--- config.mk ---
export PLATFORM = sky130hd
export DESIGN_NAME = multicycle_ctrl_fsm
export DESIGN_NICKNAME = d
export VERILOG_FILES = /design/src/rtl/multicycle_ctrl_fsm_pkg.sv /design/src/rtl/multicycle_ctrl_fsm_ctrl_out_decode.sv /design/src/rtl/multicycle_ctrl_fsm.sv
export SDC_FILE = /design/constraint.sdc
export NUM_CORES = 1
export LEC_CHECK = 0
export CAP_MARGIN = 20
export CORE_MARGIN = 8
export CORE_UTILIZATION = 36
export CTS_BUF_LIST = sky130_fd_sc_hd__clkbuf_16
export DETAILED_ROUTE_END_ITERATION = 7
export PLACE_DENSITY = 0.73
export SLEW_MARGIN = 20
export SYNTH_ARGS = -nofsm -noshare
export SYNTH_HDL_FRONTEND = slang
export SYNTH_SLANG_ARGS = --single-unit
--- constraint.sdc ---
create_clock -name clk -period 1.5 [get_ports clk]
set_input_delay 0.3 -clock clk [delete_from_list [all_inputs] [get_ports clk]]
set_output_delay 0.3 -clock clk [all_outputs]
set_load 0.02 [all_outputs]
--- src/rtl/multicycle_ctrl_fsm_pkg.sv ---
// rtl/multicycle_ctrl_fsm_pkg.sv - shared encodings for the multi-cycle RV32I control FSM
// Opcodes, ALU/mux select encodings, state encoding and the control word layout.
package multicycle_ctrl_fsm_pkg;

  localparam logic [6:0] OP_LOAD   = 7'b0000011;
  localparam logic [6:0] OP_STORE  = 7'b0100011;
  localparam logic [6:0] OP_RTYPE  = 7'b0110011;
  localparam logic [6:0] OP_ITYPE  = 7'b0010011;
  localparam logic [6:0] OP_BRANCH = 7'b1100011;
  localparam logic [6:0] OP_JAL    = 7'b1101111;
  localparam logic [6:0] OP_JALR   = 7'b1100111;
  localparam logic [6:0] OP_LUI    = 7'b0110111;
  localparam logic [6:0] OP_AUIPC  = 7'b0010111;
  localparam logic [6:0] OP_SYSTEM = 7'b1110011;

  localparam logic [1:0] ALUOP_ADD   = 2'b00;
  localparam logic [1:0] ALUOP_SUB   = 2'b01;
  localparam logic [1:0] ALUOP_RTYPE = 2'b10;
  localparam logic [1:0] ALUOP_ITYPE = 2'b11;

  localparam logic [1:0] ALU_SRC_A_PC    = 2'b00;
  localparam logic [1:0] ALU_SRC_A_OLDPC = 2'b01;
  localparam logic [1:0] ALU_SRC_A_RS1   = 2'b10;
  localparam logic [1:0] ALU_SRC_A_ZERO  = 2'b11;

  localparam logic [1:0] ALU_SRC_B_RS2  = 2'b00;
  localparam logic [1:0] ALU_SRC_B_IMM  = 2'b01;
  localparam logic [1:0] ALU_SRC_B_FOUR = 2'b10;

  localparam logic [1:0] RESULT_SRC_ALUOUT  = 2'b00;
  localparam logic [1:0] RESULT_SRC_MEMDATA = 2'b01;
  localparam logic [1:0] RESULT_SRC_ALU     = 2'b10;

  localparam int STATE_ENC_W = 4;

  typedef enum logic [STATE_ENC_W-1:0] {
    ST_FETCH   = 4'd0,
    ST_DECODE  = 4'd1,
    ST_MEMADR  = 4'd2,
    ST_MEMRD   = 4'd3,
    ST_LOADWB  = 4'd4,
    ST_MEMWR   = 4'd5,
    ST_EXEC_R  = 4'd6,
    ST_EXEC_I  = 4'd7,
    ST_ALUWB   = 4'd8,
    ST_BRANCH  = 4'd9,
    ST_JAL     = 4'd10,
    ST_JALR    = 4'd11,
    ST_JALR_WB = 4'd12,
    ST_LUI     = 4'd13,
    ST_AUIPC   = 4'd14,
    ST_HALT    = 4'd15
  } state_t;

  typedef struct packed {
    logic       pc_write;
    logic       pc_write_br;
    logic       ir_write;
    logic       mem_read;
    logic       mem_write;
    logic       addr_src;
    logic       reg_write;
    logic [1:0] alu_src_a;
    logic [1:0] alu_src_b;
    logic [1:0] alu_op;
    logic [1:0] result_src;
  } ctrl_word_t;

  // States that talk to memory and therefore may have to wait for mem_ready.
  function automatic logic is_mem_state(state_t s);
    return (s == ST_FETCH) || (s == ST_MEMRD) || (s == ST_MEMWR);
  endfunction

endpackage

--- src/rtl/multicycle_ctrl_fsm_ctrl_out_decode.sv ---
// rtl/multicycle_ctrl_fsm_ctrl_out_decode.sv - state to control-word ROM
// Purely combinational; anything not listed for a state stays 0 / select 00.
module multicycle_ctrl_fsm_ctrl_out_decode
  import multicycle_ctrl_fsm_pkg::*;
(
  input  state_t     state,
  output ctrl_word_t ctrl
);

  always_comb begin
    ctrl = '0;
    case (state)
      ST_FETCH: begin
        ctrl.mem_read  = 1'b1;
        ctrl.ir_write  = 1'b1;
        ctrl.pc_write  = 1'b1;
        ctrl.alu_src_a = ALU_SRC_A_PC;
        ctrl.alu_src_b = ALU_SRC_B_FOUR;
        ctrl.alu_op    = ALUOP_ADD;
      end
      // Branch/JAL target is parked in the ALU result register here.
      ST_DECODE: begin
        ctrl.alu_src_a = ALU_SRC_A_OLDPC;
        ctrl.alu_src_b = ALU_SRC_B_IMM;
        ctrl.alu_op    = ALUOP_ADD;
      end
      ST_MEMADR: begin
        ctrl.alu_src_a = ALU_SRC_A_RS1;
        ctrl.alu_src_b = ALU_SRC_B_IMM;
        ctrl.alu_op    = ALUOP_ADD;
      end
      ST_MEMRD: begin
        ctrl.mem_read = 1'b1;
        ctrl.addr_src = 1'b1;
      end
      ST_LOADWB: begin
        ctrl.result_src = RESULT_SRC_MEMDATA;
        ctrl.reg_write  = 1'b1;
      end
      ST_MEMWR: begin
        ctrl.mem_write = 1'b1;
        ctrl.addr_src  = 1'b1;
      end
      ST_EXEC_R: begin
        ctrl.alu_src_a = ALU_SRC_A_RS1;
        ctrl.alu_src_b = ALU_SRC_B_RS2;
        ctrl.alu_op    = ALUOP_RTYPE;
      end
      ST_EXEC_I: begin
        ctrl.alu_src_a = ALU_SRC_A_RS1;
        ctrl.alu_src_b = ALU_SRC_B_IMM;
        ctrl.alu_op    = ALUOP_ITYPE;
      end
      ST_ALUWB: begin
        ctrl.result_src = RESULT_SRC_ALUOUT;
        ctrl.reg_write  = 1'b1;
      end
      ST_BRANCH: begin
        ctrl.alu_src_a   = ALU_SRC_A_RS1;
        ctrl.alu_src_b   = ALU_SRC_B_RS2;
        ctrl.alu_op      = ALUOP_SUB;
        ctrl.pc_write_br = 1'b1;
        ctrl.result_src  = RESULT_SRC_ALUOUT;
      end
      // Link value comes straight off the ALU while the PC loads the parked target.
      ST_JAL, ST_JALR_WB: begin
        ctrl.alu_src_a  = ALU_SRC_A_OLDPC;
        ctrl.alu_src_b  = ALU_SRC_B_FOUR;
        ctrl.alu_op     = ALUOP_ADD;
        ctrl.result_src = RESULT_SRC_ALU;
        ctrl.reg_write  = 1'b1;
        ctrl.pc_write   = 1'b1;
      end
      ST_JALR: begin
        ctrl.alu_src_a = ALU_SRC_A_RS1;
        ctrl.alu_src_b = ALU_SRC_B_IMM;
        ctrl.alu_op    = ALUOP_ADD;
      end
      ST_LUI: begin
        ctrl.alu_src_a = ALU_SRC_A_ZERO;
        ctrl.alu_src_b = ALU_SRC_B_IMM;
        ctrl.alu_op    = ALUOP_ADD;
      end
      ST_AUIPC: begin
        ctrl.alu_src_a = ALU_SRC_A_OLDPC;
        ctrl.alu_src_b = ALU_SRC_B_IMM;
        ctrl.alu_op    = ALUOP_ADD;
      end
      default: ctrl = '0;
    endcase
  end

endmodule

--- src/rtl/multicycle_ctrl_fsm.sv ---
// rtl/multicycle_ctrl_fsm.sv - main control FSM of the multi-cycle RV32I core
// Define MULTICYCLE_MEM_WAIT_EN to make FETCH/MEMRD/MEMWR wait on mem_ready.
module multicycle_ctrl_fsm
  import multicycle_ctrl_fsm_pkg::*;
#(
  parameter int STATE_W         = 4,
  parameter bit HALT_ON_ILLEGAL = 1'b1
) (
  input  logic               clk,
  input  logic               rst,
  input  logic [6:0]         opcode,
  input  logic               mem_ready,
  output logic               pc_write,
  output logic               pc_write_br,
  output logic               ir_write,
  output logic               mem_read,
  output logic               mem_write,
  output logic               addr_src,
  output logic               reg_write,
  output logic [1:0]         alu_src_a,
  output logic [1:0]         alu_src_b,
  output logic [1:0]         alu_op,
  output logic [1:0]         result_src,
  output logic               illegal,
  output logic               halted,
  output logic [STATE_W-1:0] state
);

  state_t     state_q;
  logic       illegal_q;
  logic       stall;
  ctrl_word_t rom_word;
  ctrl_word_t ctrl;

`ifdef MULTICYCLE_MEM_WAIT_EN
  assign stall = is_mem_state(state_q) && !mem_ready;
`else
  logic unused_mem_ready;
  assign unused_mem_ready = mem_ready;
  assign stall            = 1'b0;
`endif

  always_ff @(posedge clk) begin
    if (rst) begin
      state_q   <= ST_FETCH;
      illegal_q <= 1'b0;
    end else if (!stall) begin
      case (state_q)
        ST_FETCH:  state_q <= ST_DECODE;
        ST_DECODE: begin
          case (opcode)
            OP_LOAD, OP_STORE: state_q <= ST_MEMADR;
            OP_RTYPE:          state_q <= ST_EXEC_R;
            OP_ITYPE:          state_q <= ST_EXEC_I;
            OP_BRANCH:         state_q <= ST_BRANCH;
            OP_JAL:            state_q <= ST_JAL;
            OP_JALR:           state_q <= ST_JALR;
            OP_LUI:            state_q <= ST_LUI;
            OP_AUIPC:          state_q <= ST_AUIPC;
            OP_SYSTEM:         state_q <= ST_HALT;
            default: begin
              illegal_q <= 1'b1;
              state_q   <= HALT_ON_ILLEGAL ? ST_HALT : ST_FETCH;
            end
          endcase
        end
        ST_MEMADR:  state_q <= (opcode == OP_LOAD) ? ST_MEMRD : ST_MEMWR;
        ST_MEMRD:   state_q <= ST_LOADWB;
        ST_LOADWB:  state_q <= ST_FETCH;
        ST_MEMWR:   state_q <= ST_FETCH;
        ST_EXEC_R:  state_q <= ST_ALUWB;
        ST_EXEC_I:  state_q <= ST_ALUWB;
        ST_ALUWB:   state_q <= ST_FETCH;
        ST_BRANCH:  state_q <= ST_FETCH;
        ST_JAL:     state_q <= ST_FETCH;
        ST_JALR:    state_q <= ST_JALR_WB;
        ST_JALR_WB: state_q <= ST_FETCH;
        ST_LUI:     state_q <= ST_ALUWB;
        ST_AUIPC:   state_q <= ST_ALUWB;
        ST_HALT:    state_q <= ST_HALT;
        default:    state_q <= ST_FETCH;
      endcase
    end
  end

  multicycle_ctrl_fsm_ctrl_out_decode u_ctrl_out_decode (
    .state (state_q),
    .ctrl  (rom_word)
  );

  // Reset silences the datapath in the same cycle so an abandoned instruction
  // cannot leak a write; a stalled fetch must not bump PC/IR until accepted.
  always_comb begin
    ctrl = rom_word;
`ifdef MULTICYCLE_MEM_WAIT_EN
    if ((state_q == ST_FETCH) && !mem_ready) begin
      ctrl.ir_write = 1'b0;
      ctrl.pc_write = 1'b0;
    end
`endif
    if (rst) begin
      ctrl = '0;
    end
  end

  assign pc_write    = ctrl.pc_write;
  assign pc_write_br = ctrl.pc_write_br;
  assign ir_write    = ctrl.ir_write;
  assign mem_read    = ctrl.mem_read;
  assign mem_write   = ctrl.mem_write;
  assign addr_src    = ctrl.addr_src;
  assign reg_write   = ctrl.reg_write;
  assign alu_src_a   = ctrl.alu_src_a;
  assign alu_src_b   = ctrl.alu_src_b;
  assign alu_op      = ctrl.alu_op;
  assign result_src  = ctrl.result_src;
  assign illegal     = illegal_q;
  assign halted      = (state_q == ST_HALT) && !rst;
  assign state       = STATE_W'(state_q);

endmodule
# [Yosys cells after proc, flatten, opt, wreduce, memory -nomap -nowiden]
# Index checks and enable logic that the tools add are counted.
[totals] regBits=5 input_bits=10 out_inout_bits=21
[classes] eq_ne=25 muxes=13 n_bitwise=1 reduce_logical=15
[op_table] op="4-bit one-hot mux with 8 select lines" count=2
[op_table] op="6-bit one-hot mux with 8 select lines" count=1
[op_table] op="4-bit equality test, second input constant" count=8
[op_table] op="7-bit equality test, second input constant" count=4
[op_table] op="7-bit by 6-bit equality test with 1-bit output, second input constant" count=3
[op_table] op="4-bit by 3-bit equality test with 1-bit output, second input constant" count=4
[op_table] op="15-bit 2-to-1 mux" count=1
[op_table] op="7-bit by 5-bit equality test with 1-bit output, second input constant" count=2
[op_table] op="2-bit OR reduction" count=6
[op_table] op="10-bit OR reduction" count=1
[op_table] op="4-bit by 2-bit equality test with 1-bit output, second input constant" count=2
[op_table] op="4-bit OR reduction" count=2
[op_table] op="7-bit by 2-bit equality test with 1-bit output, second input constant" count=1
[op_table] op="1-bit 2-to-1 mux" count=7
[op_table] op="6-bit OR reduction" count=1
[op_table] op="4-bit by 1-bit equality test with 1-bit output, second input constant" count=1
[op_table] op="4-bit zero test" count=1
[op_table] op="2-bit one-hot mux with 2 select lines" count=1
[op_table] op="3-bit 2-to-1 mux" count=1
[op_table] op="3-bit OR reduction" count=1
[op_table] op="2-bit AND reduction" count=1
[op_table] op="1-bit logical AND" count=1
[op_table] op="1-bit zero test" count=1
[op_table] op="1-bit NOT" count=1

# [Logic depth before layout (Yosys ltp)]
[logic_depth] ltp_word=4 depth_mapped=5

# [Cells and area by module]
# A second synthesis with hierarchy kept.
[unflattened] hier_cells=104 area_unflattened_um2=743.2
[modules_own_cells] module="multicycle_ctrl_fsm" instances=1 cells_each=70 area_per_inst_um2=525.5 seq_area_each_um2=100.1
[modules_own_cells] module="multicycle_ctrl_fsm_ctrl_out_decode" instances=1 cells_each=34 area_per_inst_um2=217.7 seq_area_each_um2=0.0

# [Least setup slack after synthesis]
# No wires, ideal clock.
[synth_path] kind="flip-flop to output port" from="register state_q[1] (netlist: state[1])" to="output port alu_src_b[1]" t_arrival_ns=1.733 setup_slack_ns=-0.533 stages_incl_launch_ff=5 cell_sequence="dfxtp_1 -> buf_4 -> xor2_1 -> nor3b_1 -> or2_1"
[synth_via] elab_chain_cells=4 elab_cells_between_ends=16
[synth_rtl] element="start, declared" line="multicycle_ctrl_fsm.sv:29" text="state_t state_q;"
[synth_rtl] element="start signal, assigned" line="multicycle_ctrl_fsm.sv:63" text="state_q <= HALT_ON_ILLEGAL ? ST_HALT : ST_FETCH;"
[synth_rtl] element="start signal, assigned" line="multicycle_ctrl_fsm.sv:67" text="ST_MEMADR: state_q <= (opcode == OP_LOAD) ? ST_MEMRD : ST_MEMWR;"
[synth_rtl] element="4-bit by 1-bit equality test with 1-bit output (tied with other cells)" line="multicycle_ctrl_fsm_ctrl_out_decode.sv:12" text="case (state)"
[synth_rtl] element="2-bit OR reduction (on tied branches)"
[synth_rtl] element="6-bit one-hot mux with 8 select lines (*)" line="multicycle_ctrl_fsm_ctrl_out_decode.sv:12"
[synth_rtl] element="15-bit 2-to-1 mux (*)" line="multicycle_ctrl_fsm.sv:101" text="if (rst) begin"
[synth_rtl] element="end, declared" line="multicycle_ctrl_fsm.sv:21" text="output logic [1:0] alu_src_b,"
# Every way passes the cells marked *; elsewhere a longest branch is shown, timed or not.

# [Worst setup path after layout]
[layout_path] from="register state_q[2] (netlist: state[2])" to="output port pc_write"
[layout_via] elab_chain_cells=4 elab_cells_between_ends=6
[layout_rtl] element="4-bit equality test or 4-bit zero test (tied branches)" line="multicycle_ctrl_fsm_ctrl_out_decode.sv:12"
[layout_rtl] element="3-bit OR reduction (no line) (*)"
[layout_rtl] element="1-bit 2-to-1 mux (*)" line="multicycle_ctrl_fsm_ctrl_out_decode.sv:12"
[layout_rtl] element="15-bit 2-to-1 mux (*)" line="multicycle_ctrl_fsm.sv:101"
[layout_rtl] element="end, declared" line="multicycle_ctrl_fsm.sv:13" text="output logic pc_write,"
# Marks and branches as above.

==> reports/qor.yml <==
path_cells: "or3_4 > nor3_4 > or2_4 > buf_6"
power.switching_fraction: 0.456
viasPerCell: 5.92
worst_setup_path_end_kind: "output port"
syn_area_per_cell_um2: 6.97
finalSetupTns_ns: -2.44
cp_num_buf_inv: 1
start_util: 0.384
die_y_um: 59.1
hold_class: "reg2reg"
core_um2: 1750
holdCritStartpoint: "illegal$_SDFFE_PP0P_"
num_vias: 1124
p_int_uw: 1810
cts_buffers: 3
die_area_um2: 3500
yosysTopAreaCell: "dfxtp_1"
max_slew_margin: 0.751
cpPeakStageDelay_ns: 0.37
yosysSeqAreaShare: 0.150
io_buffer_count: 29
holdWs_ns: 0.542
ys_types: 41
rows: 15
crit_type: "reg2out"
maxCapViolCount: 0
grt_util_all_layers: 0.183
clk_pin_slew_worst_paths_ns: 0.04
crit_path_start_kind: "flip-flop"
synth_top_area_frac: 0.150
period_minus_slack_ns: 1.79
clk_latency_ns: 0.23
fp.dieW_um: 59.1
sequentialPowerShare: 0.116
grt_pass1_vias: 994
worst_r2r_endpoint: "state[1]$_SDFF_PP0_"
drt_iter0_drc: 66
yosys_warnings: 0
drtAntennaViolNets: 0
dp_hpwl_um: 2010
io_pins: 31
cts.sinks: 5
fin_crit_sh: 1.19
worst_slew_pin_slew_ns: 0.368
power_frac_comb: 0.747
violations: "setup timing"
cp_slowest_cell: "dfxtp_4"
synthArstFlopShare: 0
powerDensity_nw_per_um2: 2070
path_delay_family: "simple AND/OR/NAND/NOR gates"
finClkSkew_ns: 0.00419
switchingPower_uw: 1520
h-tree-depth: 1
grt_pass1_wl_um: 4890
mostFrequentLayoutCells: "buf_4 (44), buf_6 (15), nor2_1 (7)"
wl_per_cell_um: 21.8
maxClockFrequency_mhz: 559
hold_viol_final: 0
power_uw: 3330
root_buffer: "clkbuf_16"
syn-cell-area_um2: 669
gp_congestion: 0.803
r2r_start: "state[1]$_SDFF_PP0_"
finalSetupViolations: 17
setup_ws_ns: -0.290
rrSetupSlack_ns: -0.08
worstRegToRegCells: 5
p_leak_uw: 0.000718
drc: 0
status: "complete, but fails checks"
holdBufCountCts: 0
final_max_slew_viol_count: 0
cts_tree: "built"
critPathLaunch: "state[2]$_SDFF_PP0_"
dp_cells: 179
critPathArrivalTime_ns: 1.49
grt-ovfl-total: 0
synth-edff-count: 0
drive_gt1_frac: 0.667
firstDrtPassIters: 4
wl_um: 4140
insertedDiodeCount: 0
cp.depth: 4
final_common_cell: "buf_4"
worstPathMaxFanout: 5
syn2layout_area_growth_pct: 141
synthTopCellsByArea: "dfxtp_1 (15%), nor2_1 (7.3%), nand2b_1 (6.5%)"
instances_no_fill: 190
synth_cells: 96
irDropWorstVdd_v: 0.00130
antenna_found_initial: 0
nets: 176
rsz0062_at_grt: "yes"
crit_path_end: "pc_write"
worstPathRequired_ns: 1.20
power_frac_clock: 0.138
ys_ff_latch: 5
cts_buffer_depth: 2
ys.flop_type: "dfxtp_1"
grt_max_degree: 13
synth_nets: 106
-- layout make-up --
class,instances,area [um2]
clock buffer,3,75.1
inverter,1,3.75
sequential,5,115
tap,25,31.3
clock inverter,1,3.75
fill,67,134
multi-input combinational,81,732
timing repair buffer,74,651
-- layer usage --
layer	share of wire	GRT usage	vias up	wire length, um
met1	0.38	0.197	513	1570
li1	-	-	495	-
met3	0.069	0.0412	33	284
met2	0.48	0.335	83	2000
met5	0	0	-	0
met4	0.068	0.0683	0	282
-- flip-flops by register name (all words and copies together) (netlist names) --
signal,cells
state,4
illegal,1
-- cells by family (layout without fill, tap and decap cells) --
family,after synthesis,count (layout),synth area share
buffers and inverters,10,79,0.0860
xor gates and xnor gates,2,2,0.0262
AOI/OAI and AO/OA,22,22,0.243
and+or+nand+nor,57,57,0.495
DFF,5,5,0.150
-- worst reg2reg max path, cell delays in order, from the launching register on --
cell and delay (ns):
dfxtp_4 0.41, nor2b_4 0.26, buf_6 0.14, nand2_2 0.06, or4_4 0.42, a311oi_2 0.20
-- stage by stage --
step	area [um2]	setup slack (ns)	utilization
floorplan	769	-0.0853	-
global placement	1320	-0.841	0.754
detailed placement	1320	-0.898	0.754
CTS	1450	-0.243	0.828
global route	1610	-0.328	0.923
finish	1610	-0.290	0.923
-- cells in the mapped netlist (2+ instances only) --
| cell | n |
|---|---|
| a211oi_1 | 2 |
| dfxtp_1 | 5 |
| nor2_1 | 13 |
| nor3_1 | 6 |
| o32ai_1 | 2 |
| nor3b_1 | 2 |
| nand2b_1 | 7 |
| buf_4 | 3 |
| or2_1 | 2 |
| nor2b_1 | 4 |
| o21ai_1 | 3 |
| nand3_1 | 3 |
| a21oi_1 | 5 |
| a2bb2oi_1 | 2 |
| nand3b_1 | 3 |
| nand2_1 | 6 |
| clkbuf_1 | 4 |
-- how the worst min path moves through the flow --
stage	to	cells past startpoint
floorplan	state[1]$_SDFF_PP0_	1
global placement	illegal$_SDFFE_PP0P_	2
detailed placement	illegal$_SDFFE_PP0P_	2
CTS	illegal$_SDFFE_PP0P_	2
global route	illegal$_SDFFE_PP0P_	2
finish	illegal$_SDFFE_PP0P_	2
-- power by group through the flow --
stage | sequential [uW] | combinational [uW] | clock, uW
2_1_floorplan | 346 | 1050 | 0
3_3_place_gp | 326 | 1880 | 0
3_5_place_dp | 327 | 1910 | 0
4_1_cts | 360 | 1990 | 437
5_1_grt | 401 | 2580 | 459
6_report | 385 | 2490 | 459
-- timing repair --
action,4_1_cts,5_1_grt
endpoints found under the setup margin,24,21
setup buffers,4,3
pin swaps,10,7
cloned,0,0
resized for setup,106,42
Power figures use the tool's default switching activity.
